$ cat src/rtl/li_expander_pkg.sv
// Shared constants and types for the load-immediate expander.
// Optional feature macro used by li_expander: LI_EXPANDER_ZERO_DROP_EN.
package li_expander_pkg;
   localparam logic [5:0] OP_ADDIU = 6'b001001;
   localparam logic [5:0] OP_ORI   = 6'b001101;
   localparam logic [5:0] OP_LUI   = 6'b001111;

   localparam logic [1:0] EOP_SIGN = 2'b00;
   localparam logic [1:0] EOP_ZERO = 2'b01;
   localparam logic [1:0] EOP_LUI  = 2'b10;
   localparam logic [1:0] EOP_BR   = 2'b11;

   typedef enum logic [1:0] {IDLE, EMIT1, EMIT2} state_t;
   typedef enum logic [1:0] {FORM_ADDIU, FORM_ORI, FORM_LUI, FORM_PAIR} form_t;

   typedef struct packed {
      logic [31:0] instr;
      logic [1:0]  eop;
      logic        last;
   } word_t;

   // I-type encoding: opcode, rs, rt, imm16
   function automatic logic [31:0] enc_i(input logic [5:0] op, input logic [4:0] rs,
                                         input logic [4:0] rt, input logic [15:0] imm);
      return {op, rs, rt, imm};
   endfunction
endpackage

$ cat src/rtl/li_expander_classify.sv
// Picks the shortest immediate form able to reproduce a 32-bit constant.
module li_classify
   import li_expander_pkg::*;
#(
   parameter bit USE_ADDIU = 1'b1
) (
   input  logic [31:0] value,
   output form_t       form
);
   logic [15:0] hi, lo;

   assign hi = value[31:16];
   assign lo = value[15:0];

   // Priority order matters: 0 must resolve to addiu when that form is enabled.
   always_comb begin
      form = FORM_PAIR;
      if (USE_ADDIU && (hi == {16{lo[15]}})) form = FORM_ADDIU;
      else if (hi == 16'd0)                  form = FORM_ORI;
      else if (lo == 16'd0)                  form = FORM_LUI;
   end
endmodule

$ cat src/rtl/li_expander.sv
// Expands a 32-bit constant into a 1- or 2-word MIPS load sequence.
// LI_EXPANDER_ZERO_DROP_EN: when defined, requests targeting r0 are swallowed.
module li_expander
   import li_expander_pkg::*;
#(
   parameter bit USE_ADDIU = 1'b1
) (
   input  logic        clk,
   input  logic        rst_n,
   input  logic        in_valid,
   output logic        in_ready,
   input  logic [31:0] in_value,
   input  logic [4:0]  in_rt,
   output logic        out_valid,
   input  logic        out_ready,
   output logic [31:0] out_instr,
   output logic [1:0]  out_eop,
   output logic        out_last
);
   state_t      state_q, state_d;
   word_t       word_q, word_d;
   logic [4:0]  rt_q, rt_d;
   logic [15:0] lo_q, lo_d;
   form_t       form;
   logic        take;

   li_classify #(.USE_ADDIU(USE_ADDIU)) u_classify (
      .value (in_value),
      .form  (form)
   );

`ifdef LI_EXPANDER_ZERO_DROP_EN
   assign take = in_valid && (in_rt != 5'd0);
`else
   assign take = in_valid;
`endif

   assign in_ready  = (state_q == IDLE);
   assign out_valid = (state_q != IDLE);
   assign out_instr = word_q.instr;
   assign out_eop   = word_q.eop;
   assign out_last  = word_q.last;

   always_ff @(posedge clk or negedge rst_n) begin
      if (!rst_n) begin
         state_q <= IDLE;
         word_q  <= '0;
         rt_q    <= '0;
         lo_q    <= '0;
      end else begin
         state_q <= state_d;
         word_q  <= word_d;
         rt_q    <= rt_d;
         lo_q    <= lo_d;
      end
   end

   always_comb begin
      state_d = state_q;
      word_d  = word_q;
      rt_d    = rt_q;
      lo_d    = lo_q;
      case (state_q)
         IDLE: begin
            if (take) begin
               rt_d    = in_rt;
               lo_d    = in_value[15:0];
               state_d = EMIT1;
               case (form)
                  FORM_ADDIU: word_d = {enc_i(OP_ADDIU, 5'd0, in_rt, in_value[15:0]), EOP_SIGN, 1'b1};
                  FORM_ORI:   word_d = {enc_i(OP_ORI,   5'd0, in_rt, in_value[15:0]), EOP_ZERO, 1'b1};
                  FORM_LUI:   word_d = {enc_i(OP_LUI,   5'd0, in_rt, in_value[31:16]), EOP_LUI, 1'b1};
                  default:    word_d = {enc_i(OP_LUI,   5'd0, in_rt, in_value[31:16]), EOP_LUI, 1'b0};
               endcase
            end
         end
         EMIT1: begin
            if (out_ready) begin
               if (word_q.last) begin
                  state_d = IDLE;
               end else begin
                  // second half of the pair ORs the low half into the lui result
                  word_d  = {enc_i(OP_ORI, rt_q, rt_q, lo_q), EOP_ZERO, 1'b1};
                  state_d = EMIT2;
               end
            end
         end
         EMIT2: begin
            if (out_ready) state_d = IDLE;
         end
         default: state_d = IDLE;
      endcase
   end
endmodule

$ cat config.mk
export PLATFORM = sky130hd
export DESIGN_NAME = li_expander
export DESIGN_NICKNAME = d
export VERILOG_FILES = /design/src/rtl/li_expander_pkg.sv /design/src/rtl/li_expander_classify.sv /design/src/rtl/li_expander.sv
export SDC_FILE = /design/constraint.sdc
export NUM_CORES = 1
export LEC_CHECK = 0
export BUFFER_PORTS_ARGS = -buffer_cell sky130_fd_sc_hd__buf_2
export CAP_MARGIN = 20
export CORE_MARGIN = 2
export CORE_UTILIZATION = 45
export CTS_CLUSTER_DIAMETER = 80
export CTS_CLUSTER_SIZE = 20
export DETAILED_ROUTE_END_ITERATION = 8
export PLACE_DENSITY_LB_ADDON = 0.3
export SLEW_MARGIN = 20
export SYNTH_ARGS = -nofsm -noshare
export SYNTH_HDL_FRONTEND = slang
export SYNTH_SLANG_ARGS = --single-unit
$ cat constraint.sdc
create_clock -name clk -period 1.5 [get_ports clk]
set_input_delay 0.075 -clock clk [delete_from_list [all_inputs] [get_ports clk]]
set_output_delay 0.075 -clock clk [all_outputs]
set_load 0.01 [all_outputs]
==> results.py, run 1 <==
metrics = {
    "run_status": {
        "status": "finished, violations left",
        "violations": "negative setup slack",
    },
    "synth": {
        "yosysUniqueCellTypes": 36,
        "synth.area.top_cells": "dfrtp_1 (47%), nand2_1 (10%), o21ai_0 (5.7%), a211oi_1 (4.1%), a21boi_0 (3.9%)",
        "syn_inst": 337,
        "synth_area_um2": 2900,
        "yosysSeqAreaShare_pct": 46.6,
        "synth_area_leader_cell": "dfrtp_1",
        "synth_top_area_share_pct": 46.6,
        "synth_seq_cells": 54,
        "yosys_warnings": 0,
        "avgSynthCellArea_um2": 8.61,
    },
    "timing": {
        "min_period_ns": 1.57,
        "finalMaxSlewViolations": 0,
        "setup_viol": 15,
        "period_share_pct": 105,
        "skew_ns": 0.00910,
        "fmax_mhz": 637,
        "hold_slack_ns": 0.00481,
        "rsz0062_at_grt": "true",
        "timing.final.ws_setup_ns": -0.0692,
        "final-hold-violation-count": 0,
        "tns_ns": -0.557,
    },
    "worst_setup_path": {
        "worst-path-max-fanout": 15,
        "critPathMaxStageDelay_ns": 0.46,
        "critical_path.top_delay_family": "flip-flops",
        "path_class": "flop to flop",
        "worstPathArrival_ns": 1.76,
        "crit_required_ns": 1.70,
        "crit_slowest_cell": "dfrtp_2",
        "rrSetupSlack_ns": -0.07,
        "crit_path_end_kind": "flop",
        "path_buf_inv": 2,
        "start_kind": "flop",
        "path_cells": "nor4bb_4 -> buf_4 -> buf_12 -> nand3b_1 -> o211ai_1 -> o22ai_1",
    },
    "layout": {
        "n_antenna_cell": 0,
        "final_util_pct": 61.7,
        "finish.net_count": 484,
        "final.fill_count": 544,
        "syn2layout_area_growth_pct": 33.4,
        "final_common_cell": "nand2_1",
        "design_area_um2": 3870,
        "drive_gt1_share_pct": 29.1,
        "final_cell_mix": "nand2_1 (81), buf_2 (75), dfrtp_1 (53)",
        "fin_cells": 521,
    },
    "grt": {
        "antenna_found_initial": 0,
        "grt_pass1_wl_um": 13600,
        "grt.overflow.total": 0,
        "track_usage_pct": 23.8,
        "grt_pass1_vias": 2759,
        "grt_max_degree": 55,
    },
    "cts": {
        "cts_tree": "built",
        "cts_root_buf": "clkbuf_8",
        "clkLatencyLatePin_ns": 0.32,
        "clock_sinks": 54,
        "clkSlewWorstSetupHoldPaths_ns": 0.10,
        "htreeDepth": 2,
        "cts_buffers": 5,
        "clock_path_buffers": 2,
    },
    "route": {
        "dr.first_iter.drc_count": 183,
        "drc": 0,
        "routed_via_density": 5.62,
        "totalWireLength_um": 8350,
        "drt_pass1_iterations": 4,
        "vias": 2926,
        "drtAntennaViolNets": 0,
        "wl_per_cell_um": 16.0,
    },
    "placement": {
        "dp_hpwl_um": 5740,
        "gp_congestion": 0.817,
        "placed_cell_area_um2": 3480,
        "dp_slack_ns": -0.114,
        "placed_cells": 491,
        "io_buffers": 75,
    },
    "floorplanning": {
        "ios": 78,
        "start_util_pct": 46.2,
        "fp-row-count": 29,
        "fp.dieArea_um2": 7110,
        "die_h_um": 84.3,
        "core-area_um2": 6280,
        "die_x_um": 84.3,
    },
    "power_and_ir_drop": {
        "p_per_area_nw_per_um2": 1780,
        "clkPwrFrac_pct": 12.3,
        "ir_worst_vdd_mv": 0.999,
        "seq_power_share_pct": 37.6,
        "p_int_mw": 4.07,
        "power.combinational.fraction_pct": 50.1,
        "p_total_mw": 6.88,
        "switching_share_pct": 40.9,
        "p_sw_mw": 2.81,
        "power.leakage_nw": 1.85,
    },
    "min_path": {
        "worst_hold_path_type": "input port to flop",
    },
    "job": {
        "maxCapViolations": 0,
    },
}
-- state kept, by name (all words and copies together), names as in the netlist --
name / cells
state_q: 2
out_eop: 1
rt_q: 5
lo_q: 16
out_instr: 29
out_last: 1
-- power groups by stage --
stage / clock network [mW] / logic (mW) / registers (mW)
after floorplan: 0 / 1.73 / 2.67
after global placement: 0 / 2.94 / 2.58
after detailed placement: 0 / 2.99 / 2.59
after CTS: 0.836 / 3.49 / 2.57
after global routing: 0.880 / 3.83 / 2.67
final: 0.845 / 3.45 / 2.59
-- worst min-delay path: cells and delay by family --
kind	cells	cell delay [ns]
buffers and inverters	1	0.11
AND/OR/NAND/NOR	2	0.10
-- cells in the mapped netlist, drive strengths merged --
cell type   n
a21o        1
or3b        1
o22ai      16
a31oi       1
buf        16
nand2b      3
nor2b       2
nor3b       2
o211ai     15
conb        1
nor4bb      1
clkbuf     12
a21boi     15
nand2      81
dfrtp      54
nand3b     15
o21ai      34
nor2        6
and4        2
nor4        8
nand3       5
o21a        2
o311ai      1
or3         2
a211oi     16
and2        1
nand4       3
a22o        2
a21oi       2
inv        17
-- path summary, 6_finish.rpt --
check                             from      endpoint  cells after the start
max                         state_q[1]  out_instr[4]                      6
min                        in_value[5]       lo_q[5]                      3
max reg2reg                 state_q[1]  out_instr[4]                      6
min reg2reg                    lo_q[9]       lo_q[9]                      2
max in group asynchronous        rst_n    state_q[1]                      3
min in group asynchronous        rst_n  out_instr[4]                      3
-- timing repair --
item                       4_1_cts  5_1_grt
buffers inserted                 6        0
setup endpoints to repair       27       21
pin swaps                       14       16
hold endpoints to repair        70        0
cloned                           3        1
gates resized for setup         15       18
hold buffers                    14        0
-- cells by family (layout without fill, tap and decap cells) --
logic type / count (synthesis) / count (layout) / share of synthesized area (%)
and+or+nand+nor: 132 / 132 / 22.0
AOI/OAI and AO/OA: 105 / 105 / 23.5
DFF: 54 / 54 / 46.6
buffers and inverters: 45 / 151 / 7.81
other: 1 / 2 / 0.129
-- per-layer routing --
| metal | routed length [um] | track usage, % |
|---|---|---|
| met1 | 3710 | 32.3 |
| met2 | 4190 | 40.3 |
| met3 | 346 | 3.83 |
| met4 | 94 | 5.57 |
| met5 | 0 | 0 |
-- layout make-up --
type                            count  area [um2]  area share (%)
Clock buffer                        6        72.6            1.87
Clock inverter                      2        13.8           0.356
Inverter                           17        63.8            1.65
Timing Repair Buffer              126         886            22.9
Tap cell                           77        96.3            2.49
Sequential cell                    54        1350            34.9
Multi-Input combinational cell    239        1390            35.8
Power figures use the tool's default switching activity.
==> inputs of run 2 (changes only) <==
Settings changed: SKIP_LAST_GASP set to 1.
==> run 2 against run 1 <==
Net effect: the flow still finishes with violations (negative setup slack); critical path type unchanged; non-clock buffer count is 2 higher; die area stayed put; hold slack gained 0.0044 ns; first-iteration DRC count grew 2.7%; critical path depth unchanged; worst setup slack got worse by 0.026 ns; cell area grew 1.3%; sequential power about the same.
==> results.py, run 2 (same netlist as run 1, synthesis figures left out) <==
metrics = {
    "grt": {
        "track_usage_pct": 24.1,
        "antenna_found_initial": 0,
        "grt_pass1_wl_um": 13800,
        "grt.overflow.total": 0,
        "grt_max_degree": 55,
        "grt_pass1_vias": 2806,
    },
    "floorplanning": {
        "core-area_um2": 6280,
        "fp-row-count": 29,
        "fp.dieArea_um2": 7110,
        "die_h_um": 84.3,
        "start_util_pct": 46.2,
        "ios": 78,
        "die_x_um": 84.3,
    },
    "layout": {
        "syn2layout_area_growth_pct": 35.1,
        "final.fill_count": 537,
        "fin_cells": 523,
        "largest_reg_flops": 29,
        "final_cell_mix": "nand2_1 (80), buf_2 (75), dfrtp_1 (52)",
        "finish.net_count": 486,
        "regArea_um2": 1350,
        "multi_input_area_um2": 1390,
        "drive_gt1_share_pct": 30.0,
        "final_common_cell": "nand2_1",
        "n_antenna_cell": 0,
    },
    "route": {
        "vias": 2953,
        "routed_via_density": 5.65,
        "drt_pass1_iterations": 4,
        "totalWireLength_um": 8500,
        "dr.first_iter.drc_count": 188,
        "drc": 0,
        "drtAntennaViolNets": 0,
        "wl_per_cell_um": 16.2,
    },
    "timing": {
        "timing.final.ws_setup_ns": -0.0950,
        "min_period_ns": 1.59,
        "setup_viol": 17,
        "final-hold-violation-count": 0,
        "fmax_mhz": 627,
        "skew_ns": 0.00655,
        "finalMaxSlewViolations": 0,
        "period_share_pct": 106,
        "rsz0062_at_grt": "true",
    },
    "cts": {
        "clock_sinks": 54,
        "cts_root_buf": "clkbuf_8",
        "clkLatencyLatePin_ns": 0.31,
        "clkSlewWorstSetupHoldPaths_ns": 0.09,
        "cts_tree": "built",
        "clock_path_buffers": 2,
        "htreeDepth": 2,
        "cts_buffers": 5,
    },
    "worst_setup_path": {
        "critPathMaxStageDelay_ns": 0.46,
        "worst-path-max-fanout": 5,
        "worstPathArrival_ns": 1.83,
        "crit_path_end_kind": "flop",
        "crit_slowest_cell": "dfrtp_2",
        "rrSetupSlack_ns": -0.09,
        "crit_required_ns": 1.73,
        "path_class": "flop to flop",
        "start_kind": "flop",
        "path_cells": "nor4bb_4 -> nand2b_4 -> buf_6 -> buf_12 -> o21ai_0 -> o22ai_1",
    },
    "placement": {
        "io_buffers": 75,
        "dp_hpwl_um": 5740,
        "dp_slack_ns": -0.114,
        "placed_cells": 491,
        "gp_congestion": 0.817,
    },
    "job": {
        "maxCapViolations": 0,
    },
    "power_and_ir_drop": {
        "power.combinational.fraction_pct": 51.5,
        "p_per_area_nw_per_um2": 1800,
        "seq_power_share_pct": 36.9,
        "p_int_mw": 4.19,
        "switching_share_pct": 40.5,
        "ir_worst_vdd_mv": 0.997,
        "power.leakage_nw": 1.87,
        "p_sw_mw": 2.86,
        "clkPwrFrac_pct": 11.6,
    },
    "min_path": {
        "worst_hold_path_type": "input port to flop",
    },
    "run_status": {
        "status": "finished, violations left",
        "violations": "negative setup slack",
    },
}
-- run 2: worst paths after layout --
kind                                   from      endpoint  cells past startpoint
worst max-delay path             state_q[1]  out_instr[1]                      6
worst min-delay path            in_value[5]       lo_q[5]                      3
worst max register to register   state_q[1]  out_instr[1]                      6
worst min register to register      lo_q[9]       lo_q[9]                      2
max in group asynchronous             rst_n    state_q[0]                      3
min in group asynchronous             rst_n  out_instr[4]                      3
-- run 2: repair_timing --
action | CTS | global route
setup buffers | 6 | 1
gates cloned | 3 | 1
hold buffers | 14 | 0
pin swaps | 11 | 25
endpoints found under the hold margin | 70 | 0
setup endpoints to repair | 27 | 32
resized for setup | 12 | 22
-- run 2: power groups by stage --
stage                     Clock (mW)  Combinational [mW]  Sequential (mW)
after floorplan                    0                1.73             2.67
after global placement             0                2.94             2.58
after detailed placement           0                2.99             2.59
after CTS                      0.836                3.48             2.57
after global routing           0.874                4.00             2.69
final                          0.816                3.63             2.60
-- run 2: layout make-up --
cell class	instances	area share, %
multi-input combinational	239	35.4
sequential	54	34.5
timing repair buffer	128	23.7
tap	77	2.46
clock buffer	6	1.85
inverter	17	1.63
clock inverter	2	0.351
-- run 2: layer usage --
metal	global-route usage [%]	routed length (um)	up-vias	part of all wire, %
li1	-	-	1398	-
met1	31.1	3520	1439	41
met2	41.9	4390	98	52
met3	4.33	461	18	5.4
met4	6.45	129	0	1.5
met5	0	0	-	0
-- run 2: metrics by stage --
stage | TNS [ns] | utilization, % | area (um2) | power (mW) | hold slack (ns)
final | -1.04 | 62.5 | 3920 | 7.05 | 0.00918
after global routing | -2.60 | 62.5 | 3920 | 7.56 | 0.000695
after CTS | -0.610 | 61.6 | 3870 | 6.88 | 0.0000632
after detailed placement | -1.03 | 55.5 | 3480 | 5.59 | 0.0912
after global placement | -0.353 | 55.5 | 3480 | 5.52 | 0.0934
after floorplan | -0.410 | - | 2920 | 4.39 | -0.221
-- run 2: critical path, delay by kind of cell (launching register included) --
family / cells / cell delay, ns
and+or+nand+nor: 2 / 0.56
AOI/OAI and AO/OA: 2 / 0.26
DFF: 1 / 0.46
buffers and inverters: 2 / 0.23
